<file path="src/rtl/xaui_link_sequencer.sv">
// XAUI/MAC reset and link bring-up sequencer for a 10G port.
// Runs in the clk156_25 domain; re-sequences on fault or alignment timeout.
module xaui_link_sequencer #(
    parameter int unsigned XRST_CYCLES    = 16,
    parameter int unsigned ALIGN_TIMEOUT  = 65535,
    parameter int unsigned DEBOUNCE       = 64,
    parameter int unsigned MAC_RST_CYCLES = 7
) (
    input  logic       clk156_25,
    input  logic       reset156_25_n,
    input  logic       dcm_locked,
    input  logic [7:0] xaui_status,
    output logic       xaui_reset,
    output logic       mac_reset,
    output logic       link_up,
    output logic [7:0] retry_count,
    output logic [2:0] seq_state
);

    typedef enum logic [2:0] {
        IDLE       = 3'd0,
        XRST       = 3'd1,
        WAIT_ALIGN = 3'd2,
        MRST       = 3'd3,
        UP         = 3'd4
    } state_t;

    localparam logic [15:0] XRST_LAST = 16'(XRST_CYCLES - 1);
    localparam logic [15:0] TMO_LAST  = 16'(ALIGN_TIMEOUT - 1);
    localparam logic [15:0] DBC_LAST  = 16'(DEBOUNCE - 1);
    localparam logic [15:0] MRST_LAST = 16'(MAC_RST_CYCLES - 1);

    state_t      state_q, state_d;
    logic [15:0] cnt_q, cnt_d;
    logic [15:0] dbc_q, dbc_d;
    logic [7:0]  retry_q, retry_d;
    logic        xaui_reset_q, xaui_reset_d;
    logic        mac_reset_q, mac_reset_d;
    logic        link_up_q, link_up_d;
    logic        status_ok;
    logic        retry_inc;

    assign status_ok = (xaui_status[7:2] == 6'h3F) && (xaui_status[1:0] == 2'b00);

    always_comb begin
        state_d   = state_q;
        retry_inc = 1'b0;
        unique case (state_q)
            IDLE: begin
                if (dcm_locked) state_d = XRST;
            end
            XRST: begin
                if (cnt_q == XRST_LAST) state_d = WAIT_ALIGN;
            end
            WAIT_ALIGN: begin
                // Alignment success takes precedence over a coincident timeout
                if (status_ok && dbc_q == DBC_LAST) begin
                    state_d = MRST;
                end else if (cnt_q == TMO_LAST) begin
                    state_d   = XRST;
                    retry_inc = 1'b1;
                end
            end
            MRST: begin
                if (cnt_q == MRST_LAST) state_d = UP;
            end
            UP: begin
                if (!status_ok) begin
                    state_d   = XRST;
                    retry_inc = 1'b1;
                end
            end
            default: state_d = IDLE;
        endcase

        if (!dcm_locked && state_q != IDLE) begin
            state_d   = IDLE;
            retry_inc = 1'b0;
        end

        if (state_d != state_q || state_d == IDLE) cnt_d = 16'd0;
        else                                     cnt_d = cnt_q + 16'd1;

        if (state_q == WAIT_ALIGN && state_d == WAIT_ALIGN && status_ok)
            dbc_d = dbc_q + 16'd1;
        else
            dbc_d = 16'd0;

        if (retry_inc && retry_q != 8'hFF) retry_d = retry_q + 8'd1;
        else                               retry_d = retry_q;

        xaui_reset_d = (state_d == IDLE) || (state_d == XRST);
        mac_reset_d  = (state_d != UP);
        link_up_d    = (state_d == UP);
    end

    always_ff @(posedge clk156_25 or negedge reset156_25_n) begin
        if (!reset156_25_n) begin
            state_q      <= IDLE;
            cnt_q        <= 16'd0;
            dbc_q        <= 16'd0;
            retry_q      <= 8'd0;
            xaui_reset_q <= 1'b1;
            mac_reset_q  <= 1'b1;
            link_up_q    <= 1'b0;
        end else begin
            state_q      <= state_d;
            cnt_q        <= cnt_d;
            dbc_q        <= dbc_d;
            retry_q      <= retry_d;
            xaui_reset_q <= xaui_reset_d;
            mac_reset_q  <= mac_reset_d;
            link_up_q    <= link_up_d;
        end
    end

    assign xaui_reset  = xaui_reset_q;
    assign mac_reset   = mac_reset_q;
    assign link_up     = link_up_q;
    assign retry_count = retry_q;
    assign seq_state   = state_q;

endmodule

</file>
<file path="config.mk">
export PLATFORM = sky130hd
export DESIGN_NAME = xaui_link_sequencer
export DESIGN_NICKNAME = d
export VERILOG_FILES = /design/src/rtl/xaui_link_sequencer.sv
export SDC_FILE = /design/constraint.sdc
export NUM_CORES = 1
export LEC_CHECK = 0
export CAP_MARGIN = 10
export CORE_UTILIZATION = 30
export DETAILED_ROUTE_END_ITERATION = 16
export GPL_ROUTABILITY_DRIVEN = 0
export HOLD_SLACK_MARGIN = 0.15
export SLEW_MARGIN = 20
export SYNTH_ARGS = -nofsm -noshare
export SYNTH_HDL_FRONTEND = slang
export SYNTH_SLANG_ARGS = --single-unit
export TNS_END_PERCENT = 5
</file>
<file path="constraint.sdc">
create_clock -name clk156_25 -period 4.3 [get_ports clk156_25]
set_clock_uncertainty 0.05 [all_clocks]
set_input_delay 0.86 -clock clk156_25 [delete_from_list [all_inputs] [get_ports clk156_25]]
set_output_delay 0.86 -clock clk156_25 [all_outputs]
set_load 0.02 [all_outputs]
</file>
==> results.yml, run 1 <==
setup_path:
  ff2ff_setup_slack_ns: 1.73
  start_kind: "input pin"
  cp_data_arrival_time_ns: 2.96
  critPathMaxFanout: 16
  r2r_end: "cnt_q[2]$_DFF_PN0_"
  endpoint_kind: "flop"
  required_ns: 4.39
  r2r_start: "dbc_q[6]$_DFF_PN0_"
  criticalPathCategory: "input pin to flop"
  r2r_cells: 6
layout:
  final_area_sq_mm: 0.002904
  area.growth.synth_to_final_pct: 15.47
  diodes: 0
  seqCellArea_sq_mm: 0.001154
  nFillCells: 829
  drive_gt1_frac: 0.1159
  multiInputGateArea_sq_mm: 0.001261
  nets: 290
synth:
  syn-instance-count: 251
  synth.yosys.seq_area_share: 0.4587
  synth-edff-count: 0
  avgSynthCellArea_sq_um: 10.02
  synth_cell_types: 48
  yosysWarningCount: 0
  synth.ff_latch_count: 46
  syn-cell-area_sq_mm: 0.002515
  synth_nets: 266
  synth_flop_cell: "dfrtp_1"
  synthArstFlopShare: 1.000
run:
  max-cap-violations: 0
place:
  io_buffers: 24
  dpl-instance-area_sq_mm: 0.002815
  place_hpwl_mm: 3.288
cts:
  cts_sinks: 46
  holdBufCountCts: 0
  post_cts_buffers: 0
  cts-root-buf: "clkbuf_8"
  clk_latency_ns: 0.30
  tritoncts: "built"
  cts_buffers: 5
  clk_pin_slew_ns: 0.09
  clockBufferDepth: 2
  htreeDepth: 2
  cts-resized-gates: 0
timing:
  setup_viol: 0
  fmax_mhz: 348.4
  worst_slew_pin_slew_ns: 0.7577
  slew_headroom: 0.4937
  rsz0062_at_grt: "false"
  drv_slew: 0
  fin_crit_ns: 2.870
  finalCritPeriodShare: 0.6675
  fin_tns_setup_ns: 0
  hold_viol_final: 0
power_and_ir_drop:
  finalPower_mw: 0.8808
  power.density_mw_per_mm2: 303.3
  peakVddDrop_v: 0.0001283
  p_leak_nw: 1.190
route:
  vias: 1803
  wl_mm: 4.703
  drt_first_pass_iters: 4
  antenna_left: 0
  drtIter0Drc: 109
  drc: 0
  viasPerCell: 4.732
  wl_per_cell_microns: 12.34
min_path:
  whs_endpoint: "dbc_q[0]$_DFF_PN0_"
  hold_path.class: "flop to flop"
  hold_start: "dbc_q[0]$_DFF_PN0_"
  min_path_cells: 1
global_routing:
  grt_pass1_wl_mm: 8.204
  grt_max_degree: 47
  met1_usage: 0.1538
  gr-total-overflow: 0
  grtUsageTotal: 0.1184
  met2_usage: 0.1979
  top_usage_layer: "met2"
  met3_usage: 0.01951
  grt_pass1_vias: 1766
  antenna_found_initial: 0
floorplanning:
  fp.coreArea_sq_mm: 0.008175
  die_y_microns: 93.56
  start_util: 0.3076
  io_pins: 25
  fp.dieArea_sq_mm: 0.008753
  rows: 33
  die_w_microns: 93.56
outcome:
  status: "complete, no violations"
## per-layer routing
metal / routed length [microns] / vias to the layer above
met5: 0 / -
met4: 62 / 0
met3: 122 / 7
met2: 2204 / 30
met1: 2313 / 863
li1: - / 903
## metrics by stage
step / util / cells / hold WS, ns / setup slack (ns)
2_1_floorplan: - / 251 / 0.3979 / 1.857
3_3_place_gp: 0.3444 / 373 / 0.4233 / 1.140
3_5_place_dp: 0.3444 / 373 / 0.4251 / 1.083
4_1_cts: 0.3549 / 381 / 0.4381 / 1.410
5_1_grt: 0.3552 / 381 / 0.4490 / 1.250
6_report: 0.3552 / 381 / 0.4370 / 1.430
## where the power goes
group	switching (mW)	total, mW	internal (mW)
Clock	0.151	0.266	0.115
Sequential	0.0298	0.472	0.442
Combinational	0.0850	0.143	0.0582
Total	0.265	0.881	0.615
## sequential cells by signal, summed over array words and instances (netlist names)
name,flops
cnt_q,16
dbc_q,16
retry_count,8
seq_state,3
link_up,1
mac_reset,1
xaui_reset,1
## worst max-delay path by stage
stage | start | to | slack, ns | cells after the start
4_1_cts | xaui_status[0] | cnt_q[2]$_DFF_PN0_ | 1.41 | 7
5_1_grt | xaui_status[0] | cnt_q[8]$_DFF_PN0_ | 1.25 | 7
2_1_floorplan | xaui_status[0] | retry_count[1]$_DFFE_PN0P_ | 1.86 | 5
6_report | xaui_status[0] | cnt_q[2]$_DFF_PN0_ | 1.43 | 7
3_5_place_dp | xaui_status[0] | cnt_q[2]$_DFF_PN0_ | 1.08 | 7
3_3_place_gp | xaui_status[0] | cnt_q[4]$_DFF_PN0_ | 1.14 | 7
## synth_stat cells (all sizes together), types with 3 or more instances
master | n | area share
and2 | 3 | 0.0075
and3 | 7 | 0.018
clkbuf | 5 | 0.020
dfrtp | 44 | 0.44
ha | 4 | 0.020
inv | 9 | 0.013
nand2 | 19 | 0.028
nand3 | 14 | 0.028
nand4 | 10 | 0.025
nor2 | 47 | 0.073
nor3 | 6 | 0.012
nor4 | 5 | 0.028
o21ai | 7 | 0.014
or4 | 6 | 0.024
xnor2 | 13 | 0.045
xor2 | 23 | 0.080
## cell type report
class                   count  share of cell area
clock inverters             2            0.004739
repair buffers             24             0.08186
multi-input cells         189              0.4343
flip-flops and latches     46              0.3972
inverters                   9             0.01163
well taps                 105             0.04524
clock buffers               6             0.02499
## worst max-delay path: stages
cell             delay (ns)
clkdlybuf4s50_1        0.38
nand4bb_1              0.24
nor4_2                 0.41
a21o_2                 0.22
a211oi_4               0.07
o311ai_4               0.65
nor2_1                 0.12
## layout by cell type (no fill, tap or decap), drive strengths merged, types with 2 or more instances in the layout
| master | n |
|---|---|
| nor4 | 5 |
| nand3 | 14 |
| dfstp | 2 |
| xnor2 | 13 |
| and3 | 7 |
| or4 | 6 |
| ha | 4 |
| clkinv | 2 |
| and4 | 2 |
| nor3 | 6 |
| o211ai | 2 |
| and2 | 3 |
| o21ai | 7 |
| nand2 | 19 |
| o22ai | 2 |
| nor2b | 2 |
| clkbuf | 6 |
| nand4b | 2 |
| inv | 9 |
| xor2 | 23 |
| a211oi | 2 |
| dfrtp | 44 |
| nand4 | 10 |
| nor2 | 47 |
| clkdlybuf4s50 | 23 |
## cells by family after synthesis
group / count (synthesis) / synth area share
xor+xnor: 36 / 0.1254
simple gates: 128 / 0.2811
buf+inv: 16 / 0.03979
flops: 46 / 0.4587
compound gates: 20 / 0.07065
mux: 1 / 0.004477
fa+ha+maj: 4 / 0.01990
Power figures use the tool's default switching activity.
==> inputs of run 2 (changes only) <==
- clock period: 4.3 -> 2.45 ns (I/O delays scaled with it)
==> run 2 against run 1 <==
  * Hold slack got worse by 0.22 ns
  * Total power grew 81%
  * Sequential share of layout area shrank 2.5 points
  * Wire length up 4.3%
  * Register-to-register slack worse by 1.6 ns
  * Non-clock buffer count grew 23
  * Critical path depth unchanged
  * Cell count up 5.8%
  * Sequential cell count unchanged
==> results.yml, run 2 (synthesized netlist as in run 1, its figures left out) <==
outcome:
  status: "complete, no violations"
route:
  viasPerCell: 4.660
  wl_per_cell_microns: 12.17
  wl_mm: 4.906
  antenna_left: 0
  drc: 0
  vias: 1878
  drtIter0Drc: 79
  drt_first_pass_iters: 5
cts:
  clk_pin_slew_ns: 0.10
  cts_buffers: 5
  cts-root-buf: "clkbuf_8"
  clockBufferDepth: 2
  clk_latency_ns: 0.30
  htreeDepth: 2
  cts_sinks: 46
  tritoncts: "built"
setup_path:
  critPathMaxFanout: 16
  endpoint_kind: "flop"
  required_ns: 2.62
  criticalPathCategory: "flop to flop"
  start_kind: "flop"
  cp_data_arrival_time_ns: 2.52
timing:
  fmax_mhz: 425.7
  slew_headroom: 0.5284
  worst_slew_pin_slew_ns: 0.6999
  setup_viol: 0
  worst_slack_ns: 0.1009
  hold_viol_final: 0
  drv_slew: 0
  fin_crit_ns: 2.349
  finalCritPeriodShare: 0.9588
floorplanning:
  fp.coreArea_sq_mm: 0.008175
  rows: 33
  die_w_microns: 93.56
  start_util: 0.3076
  die_y_microns: 93.56
  fp.dieArea_sq_mm: 0.008753
  io_pins: 25
power_and_ir_drop:
  pwr-share-clk: 0.280
  finalPower_mw: 1.598
  swShare: 0.2963
  p_leak_nw: 1.315
  power.switching_mw: 0.4734
  power.density_mw_per_mm2: 515.0
  p_int_mw: 1.125
  sequentialPowerShare: 0.498
  p_comb_frac: 0.222
  peakVddDrop_v: 0.0002412
layout:
  post-route-util: 0.3796
  nets: 313
  mostFrequentLayoutCells: "dfrtp_1, nor2_1, xor2_1, clkdlybuf4s50_1, buf_4"
  final_cells: 403
  area.growth.synth_to_final_pct: 23.38
  drive_gt1_frac: 0.1879
  layout_commonest_cell: "dfrtp_1"
  diodes: 0
place:
  dp_slack_ns: -0.3453
  place_hpwl_mm: 3.432
  dp_cells: 393
  io_buffers: 24
run:
  max-cap-violations: 0
global_routing:
  antenna_found_initial: 0
  grt_pass1_wl_mm: 8.445
  grtUsageTotal: 0.1198
  grt_pass1_vias: 1793
  grt_max_degree: 47
  gr-total-overflow: 0
min_path:
  hold_path.class: "input pin to asynchronous set/reset pin"
[run 2: changes by cell type in the layout (fill, tap and decap cells not counted), sizes merged]
| cell | previous run | this run |
|---|---|---|
| clkbuf | 6 | 5 |
| buf | 1 | 24 |
[run 2: per-stage QoR]
step	hold WS [ns]	setup TNS, ns	cell area, sq um
after global routing	0.2660	-0.1048	3103
after CTS	0.2424	0	3077
after global placement	0.4125	-4.765	2978
after floorplan	0.1444	0	2515
after detailed placement	0.4155	-5.266	2978
final	0.2164	0	3103
[run 2: power by group through the flow]
stage | Clock, mW | Sequential [mW] | Combinational [mW]
after global placement | 0 | 0.810 | 0.325
after CTS | 0.469 | 0.797 | 0.355
after detailed placement | 0 | 0.811 | 0.327
after floorplan | 0 | 0.822 | 0.214
final | 0.447 | 0.796 | 0.355
after global routing | 0.499 | 0.799 | 0.386
[run 2: repair_timing]
action                                  CTS  global route
pin swaps                                 1             4
cloned                                    0             0
gates resized for setup                   0             3
setup buffers                             1             2
hold buffers                              0             0
endpoints found under the setup margin   13            16
[run 2: final cells by class]
cell class | instances | area (sq um)
Fill cell | 818 | 5072
Tap cell | 105 | 131.4
Clock buffer | 5 | 68.82
Multi-Input combinational cell | 189 | 1272
Inverter | 9 | 33.78
Sequential cell | 46 | 1154
Timing Repair Buffer | 47 | 432.9
Clock inverter | 2 | 10.01
[run 2: layer usage]
metal,up-vias,part of all wire,GRT usage
li1,949,-,-
met5,-,0,0
met3,6,0.025,0.02276
met2,22,0.48,0.1979
met1,901,0.48,0.1599
met4,0,0.012,0.03205
[run 2: worst paths after layout]
kind | start | to | slack [ns] | cells past startpoint
hold / removal | reset156_25_n | retry_count[3]$_DFFE_PN0P_ | 0.22 | 2
max in group asynchronous | reset156_25_n | cnt_q[2]$_DFF_PN0_ | 1.72 | 2
setup reg to reg | cnt_q[5]$_DFF_PN0_ | cnt_q[2]$_DFF_PN0_ | 0.10 | 7
hold reg to reg | dbc_q[0]$_DFF_PN0_ | dbc_q[0]$_DFF_PN0_ | 0.43 | 1
setup / recovery | cnt_q[5]$_DFF_PN0_ | cnt_q[2]$_DFF_PN0_ | 0.10 | 7
min in group clk156_25 | dbc_q[0]$_DFF_PN0_ | dbc_q[0]$_DFF_PN0_ | 0.43 | 1
[run 2: worst max-delay path: stages, from the launching register on]
cell      delay (ns)
dfrtp_1         0.42
or4_4           0.59
nor4_4          0.36
nor2_2          0.10
a211oi_4        0.32
o311ai_4        0.15
buf_12          0.18
nor2_1          0.11
